## config.mk

```make
export PLATFORM = sky130hd
export DESIGN_NAME = fifo_wr_arbiter_flat
export DESIGN_NICKNAME = d
export VERILOG_FILES = /design/src/rtl/fifo_pkg.sv /design/src/rtl/fifo_wr_arbiter_if.sv /design/src/rtl/fifo_wr_arbiter_pick.sv /design/src/rtl/fifo_wr_arbiter.sv /design/src/flat_wrapper.sv
export SDC_FILE = /design/constraint.sdc
export NUM_CORES = 1
export LEC_CHECK = 0
export ABC_AREA = 1
export CAP_MARGIN = 25
export CORE_MARGIN = 4
export CORE_UTILIZATION = 40
export DETAILED_ROUTE_END_ITERATION = 10
export HOLD_SLACK_MARGIN = 0.03
export PLACE_DENSITY_LB_ADDON = 0.12
export SLEW_MARGIN = 20
export SYNTH_ARGS = -nofsm -noshare
export SYNTH_HDL_FRONTEND = slang
export SYNTH_SLANG_ARGS = --single-unit
export TNS_END_PERCENT = 10
```

## constraint.sdc

```tcl
create_clock -name clk -period 3.9 [get_ports clk]
set_clock_uncertainty 0.05 [all_clocks]
set_input_delay 0.39 -clock clk [delete_from_list [all_inputs] [get_ports clk]]
set_output_delay 0.39 -clock clk [all_outputs]
set_load 0.02 [all_outputs]
```

## src/rtl/fifo_pkg.sv

```systemverilog
// Shared FIFO defaults and the write-arbiter state encoding used by the
// FIFO front-end blocks.
package fifo_pkg;

  localparam int f_WIDTH    = 8;
  localparam int f_DEPTH    = 16;
  localparam int f_AF_LEVEL = 12;
  localparam int f_AE_LEVEL = 4;

  typedef enum logic {
    IDLE = 1'b0,
    BUSY = 1'b1
  } arb_state_e;

endpackage

```

## src/rtl/fifo_wr_arbiter_if.sv

```systemverilog
// Requester handshake lanes plus FIFO write port, as seen by the write arbiter.
interface fifo_wr_arbiter_if #(
  parameter int f_WIDTH = fifo_pkg::f_WIDTH,
  parameter int N_REQ   = 4
);

  localparam int IDX_W = $clog2(N_REQ);

  logic [N_REQ-1:0]         req_valid;
  logic [N_REQ*f_WIDTH-1:0] req_data;
  logic [N_REQ-1:0]         req_ready;
  logic                     f_full;
  logic                     f_AF;
  logic [f_WIDTH-1:0]       f_in;
  logic                     WR_EN;
  logic [IDX_W-1:0]         grant_id;
  logic                     busy;

  modport master (
    output req_valid, req_data, f_full, f_AF,
    input  req_ready, f_in, WR_EN, grant_id, busy
  );

  modport slave (
    input  req_valid, req_data, f_full, f_AF,
    output req_ready, f_in, WR_EN, grant_id, busy
  );

endinterface

```

## src/rtl/fifo_wr_arbiter_pick.sv

```systemverilog
// Round-robin priority pick: first set request scanning last_grant+1, +2, ...
// wrapping modulo N_REQ.
module rr_priority_pick #(
  parameter int N_REQ = 4,
  parameter int IDX_W = $clog2(N_REQ)
) (
  input  logic [N_REQ-1:0] req,
  input  logic [IDX_W-1:0] last_grant,
  output logic             found,
  output logic [IDX_W-1:0] index
);

  // Scan from the farthest candidate down so the nearest one wins last.
  always_comb begin
    int cand;
    logic [IDX_W-1:0] cand_idx;
    found    = 1'b0;
    index    = '0;
    cand     = 0;
    cand_idx = '0;
    for (int k = N_REQ; k >= 1; k--) begin
      cand     = (int'(last_grant) + k) % N_REQ;
      cand_idx = IDX_W'(cand);
      if (req[cand_idx]) begin
        found = 1'b1;
        index = cand_idx;
      end
    end
  end

endmodule

```

## src/rtl/fifo_wr_arbiter.sv

```systemverilog
// Round-robin burst arbiter sharing the FIFO write port among N_REQ producers,
// throttled by the FIFO full / almost-full flags.
module fifo_wr_arbiter #(
  parameter int f_WIDTH   = fifo_pkg::f_WIDTH,
  parameter int N_REQ     = 4,
  parameter int BURST_LEN = 4
) (
  input  logic               clk,
  input  logic               asyn_rst_n,
  fifo_wr_arbiter_if.slave   bus
);

  import fifo_pkg::*;

  localparam int IDX_W = $clog2(N_REQ);
  localparam int CNT_W = $clog2(BURST_LEN + 1);

  arb_state_e       state;
  logic [IDX_W-1:0] grant_id_q;
  logic [IDX_W-1:0] last_grant;
  logic [CNT_W-1:0] beat_cnt;
  logic             pick_found;
  logic [IDX_W-1:0] pick_idx;
  logic             cur_valid;
  logic [f_WIDTH-1:0] lane [N_REQ];

  rr_priority_pick #(
    .N_REQ (N_REQ),
    .IDX_W (IDX_W)
  ) u_pick (
    .req        (bus.req_valid),
    .last_grant (last_grant),
    .found      (pick_found),
    .index      (pick_idx)
  );

  for (genvar i = 0; i < N_REQ; i++) begin : g_lane
    assign lane[i] = bus.req_data[i*f_WIDTH +: f_WIDTH];
  end

  assign cur_valid    = bus.req_valid[grant_id_q];
  assign bus.f_in     = lane[grant_id_q];
  assign bus.grant_id = grant_id_q;
  assign bus.busy     = (state == BUSY);
  assign bus.WR_EN    = (state == BUSY) && cur_valid && !bus.f_full;

  always_comb begin
    bus.req_ready = '0;
    if (state == BUSY && !bus.f_full) bus.req_ready[grant_id_q] = 1'b1;
  end

  // A dropped valid releases the grant even while the FIFO is full.
  always_ff @(posedge clk or negedge asyn_rst_n) begin
    if (!asyn_rst_n) begin
      state      <= IDLE;
      grant_id_q <= '0;
      last_grant <= IDX_W'(N_REQ - 1);
      beat_cnt   <= '0;
    end else begin
      case (state)
        IDLE: begin
          if (pick_found && !bus.f_AF) begin
            grant_id_q <= pick_idx;
            beat_cnt   <= '0;
            state      <= BUSY;
          end
        end
        BUSY: begin
          if (!cur_valid) begin
            last_grant <= grant_id_q;
            state      <= IDLE;
          end else if (!bus.f_full) begin
            beat_cnt <= beat_cnt + 1'b1;
            if (beat_cnt == CNT_W'(BURST_LEN - 1)) begin
              last_grant <= grant_id_q;
              state      <= IDLE;
            end
          end
        end
        default: state <= IDLE;
      endcase
    end
  end

endmodule

```

## src/flat_wrapper.sv

```systemverilog
// flat-port wrapper written by rule: the top's interface ports become plain ports
module fifo_wr_arbiter_flat import fifo_pkg::*;
#(
  parameter int f_WIDTH   = fifo_pkg::f_WIDTH,
  parameter int N_REQ     = 4,
  parameter int BURST_LEN = 4
)
  (clk, asyn_rst_n, bus_req_valid, bus_req_data, bus_f_full, bus_f_AF, bus_req_ready, bus_f_in, bus_WR_EN, bus_grant_id, bus_busy);
  fifo_wr_arbiter_if #(.f_WIDTH(f_WIDTH), .N_REQ(N_REQ)) bus_i ();
  input  logic clk;
  input  logic asyn_rst_n;
  input wire logic [$bits(bus_i.req_valid)-1:0] bus_req_valid;
  input wire logic [$bits(bus_i.req_data)-1:0] bus_req_data;
  input wire logic [$bits(bus_i.f_full)-1:0] bus_f_full;
  input wire logic [$bits(bus_i.f_AF)-1:0] bus_f_AF;
  output wire logic [$bits(bus_i.req_ready)-1:0] bus_req_ready;
  output wire logic [$bits(bus_i.f_in)-1:0] bus_f_in;
  output wire logic [$bits(bus_i.WR_EN)-1:0] bus_WR_EN;
  output wire logic [$bits(bus_i.grant_id)-1:0] bus_grant_id;
  output wire logic [$bits(bus_i.busy)-1:0] bus_busy;
  assign bus_i.req_valid = bus_req_valid;
  assign bus_i.req_data = bus_req_data;
  assign bus_i.f_full = bus_f_full;
  assign bus_i.f_AF = bus_f_AF;
  assign bus_req_ready = bus_i.req_ready;
  assign bus_f_in = bus_i.f_in;
  assign bus_WR_EN = bus_i.WR_EN;
  assign bus_grant_id = bus_i.grant_id;
  assign bus_busy = bus_i.busy;
  fifo_wr_arbiter #(.f_WIDTH(f_WIDTH), .N_REQ(N_REQ), .BURST_LEN(BURST_LEN)) u_core (.clk(clk), .asyn_rst_n(asyn_rst_n), .bus(bus_i));
endmodule
```

==> results.txt <==
Initial core utilization: 42.1%
Clk_lat worst skew: 0.25 ns
Syn Area/Cell: 6.87 um2
Gate Count Post-Synth: 137
Die Ht: 56.5 um
DIE AREA: 3190 um2
Via Count: 1124
Horiz. Die Dim: 56.5 um
Largest net degree at the start of global routing: 10
Ranking of synthesized cells by area: nand2_1 (19%), dfrtp_1 (16%), nand3_1 (9.0%)
Post-DP HPWL: 2.46 mm
DRC Markers: 0
Final slew viol count: 0
Tmin final: 2.65 ns
Crit-path cells: nand2_2, inv_2, nand2_2, nand3_4, nand2_4, inv_2, clkdlybuf4s50_1
Number of CTS-inserted buffers: 3
Global-route wire length before repair: 5.23 mm
DRT iter0 DRCs: 35
RSZ-0062 raised after global routing: no
Yosys top cell by area: nand2_1
Number of synthesized register bits: 8
Max clock buf depth: 2
Setup TNS: 0 ns
Final net count: 236
Top FF cell, synth: dfrtp_1
CP required: 3.46 ns
Psw: 0.000557 W
Drt wl/cell: 13.4 um
H-tree depth: 1
# hold bufs at CTS: 0
Pwr per Cell Area: 700 nW/um2
Post-Syn Nets: 179
# diodes: 0
Fraction of registers with async set/reset: 100%
Clk network pwr share: 6.4%
Post-synthesis sequential area ratio: 21.5%
CP arrival: 2.21 ns
Maximum capacitance violations: 0
ANT nets after route: 0
Worst-margin pin slew: 0.541 ns
Count of cell types in the netlist: 24
Top-count cell post-synth: nand2_1
Ratio of cells with drive above 1 in the final layout: 16.6%
I/O pin count: 56
Synth Warn #: 0
# setup viols final: 0
Gr usage total: 19.9%
Worst Path Max Fanout: 9
Core Area: 2230 um2
Routed wire length: 2.95 mm
Buffers plus inverters on the worst setup path: 3
CP max-delay cell: dfrtp_1
Post-synthesis instance area: 941 um2
Min-Delay Path Class: primary input to async pin
Pre-CTS setup slack: 1.43 ns
CTS tree: done
Logic gate share of total power: 73.8%
VDD IR-drop max: 0.463 mV
Root Driver: clkbuf_4
Cell Rows: 17
Commonest cells in the netlist: nand2_1 (47), nand3_1 (17), a22oi_1 (10)
Final Cycle Share: 67.9%
Clk sink count: 8
Crit-path leading delay family: buffers and inverters
Pleak: 0.713 nW
Internal power: 0.000506 W
Final hold violations: 0
Yosys top cell area share: 18.8%
Peak Freq: 378 MHz
Setup ws final: 1.25 ns
Post-CTS Resized: 0
Placer congestion estimate: 0.806
Post-synth EDFFs: 0
Clock slew at reported path FFs: 0.06 ns
GR Overflow Total: 0
Max transition margin: 63.9%
# port buffers: 55
Status: complete, no violations
Flop pwr share: 19.8%
Crit path largest cell delay: 0.68 ns
Switching share of power: 52.4%
Vias in the first global route: 1161
Via density: 5.09
Drt first pass iters: 4
Initial antenna violation count: 0
Critical path class: flop to primary output
Crit start category: flop
Area Growth Syn to Fin: 61.4%
Post-CTS setup buffers: 0
Critical Path End Type: primary output
-- cells in the final DEF, fill, tap and decap left out, types with 4 or more instances in the layout --
master	n
clkdlybuf4s50_1	55
nand2_1	47
nand3_1	17
a22oi_1	10
inv_1	9
nand2_2	8
inv_2	7
dfrtp_1	6
o21ai_1	4
-- final cells by class --
type                       count  area [um2]
fill                         188         714
inverter                      18        77.6
clock buffer                   4        26.3
sequential                     8         203
tap                           28        35.0
multi-input combinational    108         627
timing repair buffer          55         551
-- power groups by stage --
stage	Combinational (W)	Clock (W)	Sequential, W
6_report	0.000784	0.0000683	0.000211
5_1_grt	0.000868	0.0000752	0.000220
4_1_cts	0.000790	0.0000702	0.000210
3_5_place_dp	0.000785	0	0.000211
3_3_place_gp	0.000767	0	0.000207
2_1_floorplan	0.000567	0	0.000167
-- registers in the layout (all words and copies together), names as in the netlist --
name / cells
u_core.last_grant: 2
u_core.bus.busy: 1
u_core.beat_cnt: 3
u_core.bus.grant_id: 2
-- per-stage QoR --
step                cells  hold WS [ns]  area [um2]  total power [W]  util, %
CTS                   221         0.358        1520          0.00107     68.0
global route          221         0.362        1520          0.00116     68.0
global placement      217         0.418        1490         0.000974     66.8
detailed placement    217         0.423        1490         0.000996     66.8
finish                221         0.353        1520          0.00106     68.0
floorplan             137        0.0444         941         0.000734        -
-- path summary, 6_finish.rpt --
kind                                                         start                                to  slack [ns]  cells after the start
worst max-delay path            u_core.bus.grant_id[1]$_DFFE_PN0P_                         bus_WR_EN        1.25                      7
worst min-delay path                                    asyn_rst_n    u_core.beat_cnt[1]$_DFFE_PN0P_        0.35                      1
worst max register to register  u_core.bus.grant_id[1]$_DFFE_PN0P_    u_core.beat_cnt[0]$_DFFE_PN0P_        2.30                      7
worst min register to register      u_core.beat_cnt[0]$_DFFE_PN0P_    u_core.beat_cnt[0]$_DFFE_PN0P_        0.44                      1
max in group asynchronous                               asyn_rst_n  u_core.last_grant[0]$_DFFE_PN1P_        3.15                      1
min in group clk                    u_core.beat_cnt[0]$_DFFE_PN0P_    u_core.beat_cnt[0]$_DFFE_PN0P_        0.44                      1
-- routing by layer --
metal	global-route usage, %	wire [um]	vias up
li1	-	-	569
met1	23.7	1140	515
met2	36.1	1650	36
met3	3.68	126	4
met4	5.08	38	0
met5	0	0	-
-- worst register-to-register path, stage by stage, from the launching register on --
cell	delay (ns)
dfrtp_1	0.68
nand2_2	0.13
inv_2	0.19
nand2_2	0.10
nand3_4	0.11
nand2_4	0.08
nand3_1	0.08
o21ai_1	0.06
-- cell families after synthesis --
group                    count (synthesis)  synth area share, %
flip-flops                               8                 21.5
AO/OA/AOI/OAI                           18                 14.9
buffers and inverters                   21                 11.8
AND/OR/NAND/NOR                         88                 49.1
adder cells (fa/ha/maj)                  2                 2.66
No activity file was read; power rests on OpenSTA's default activity.
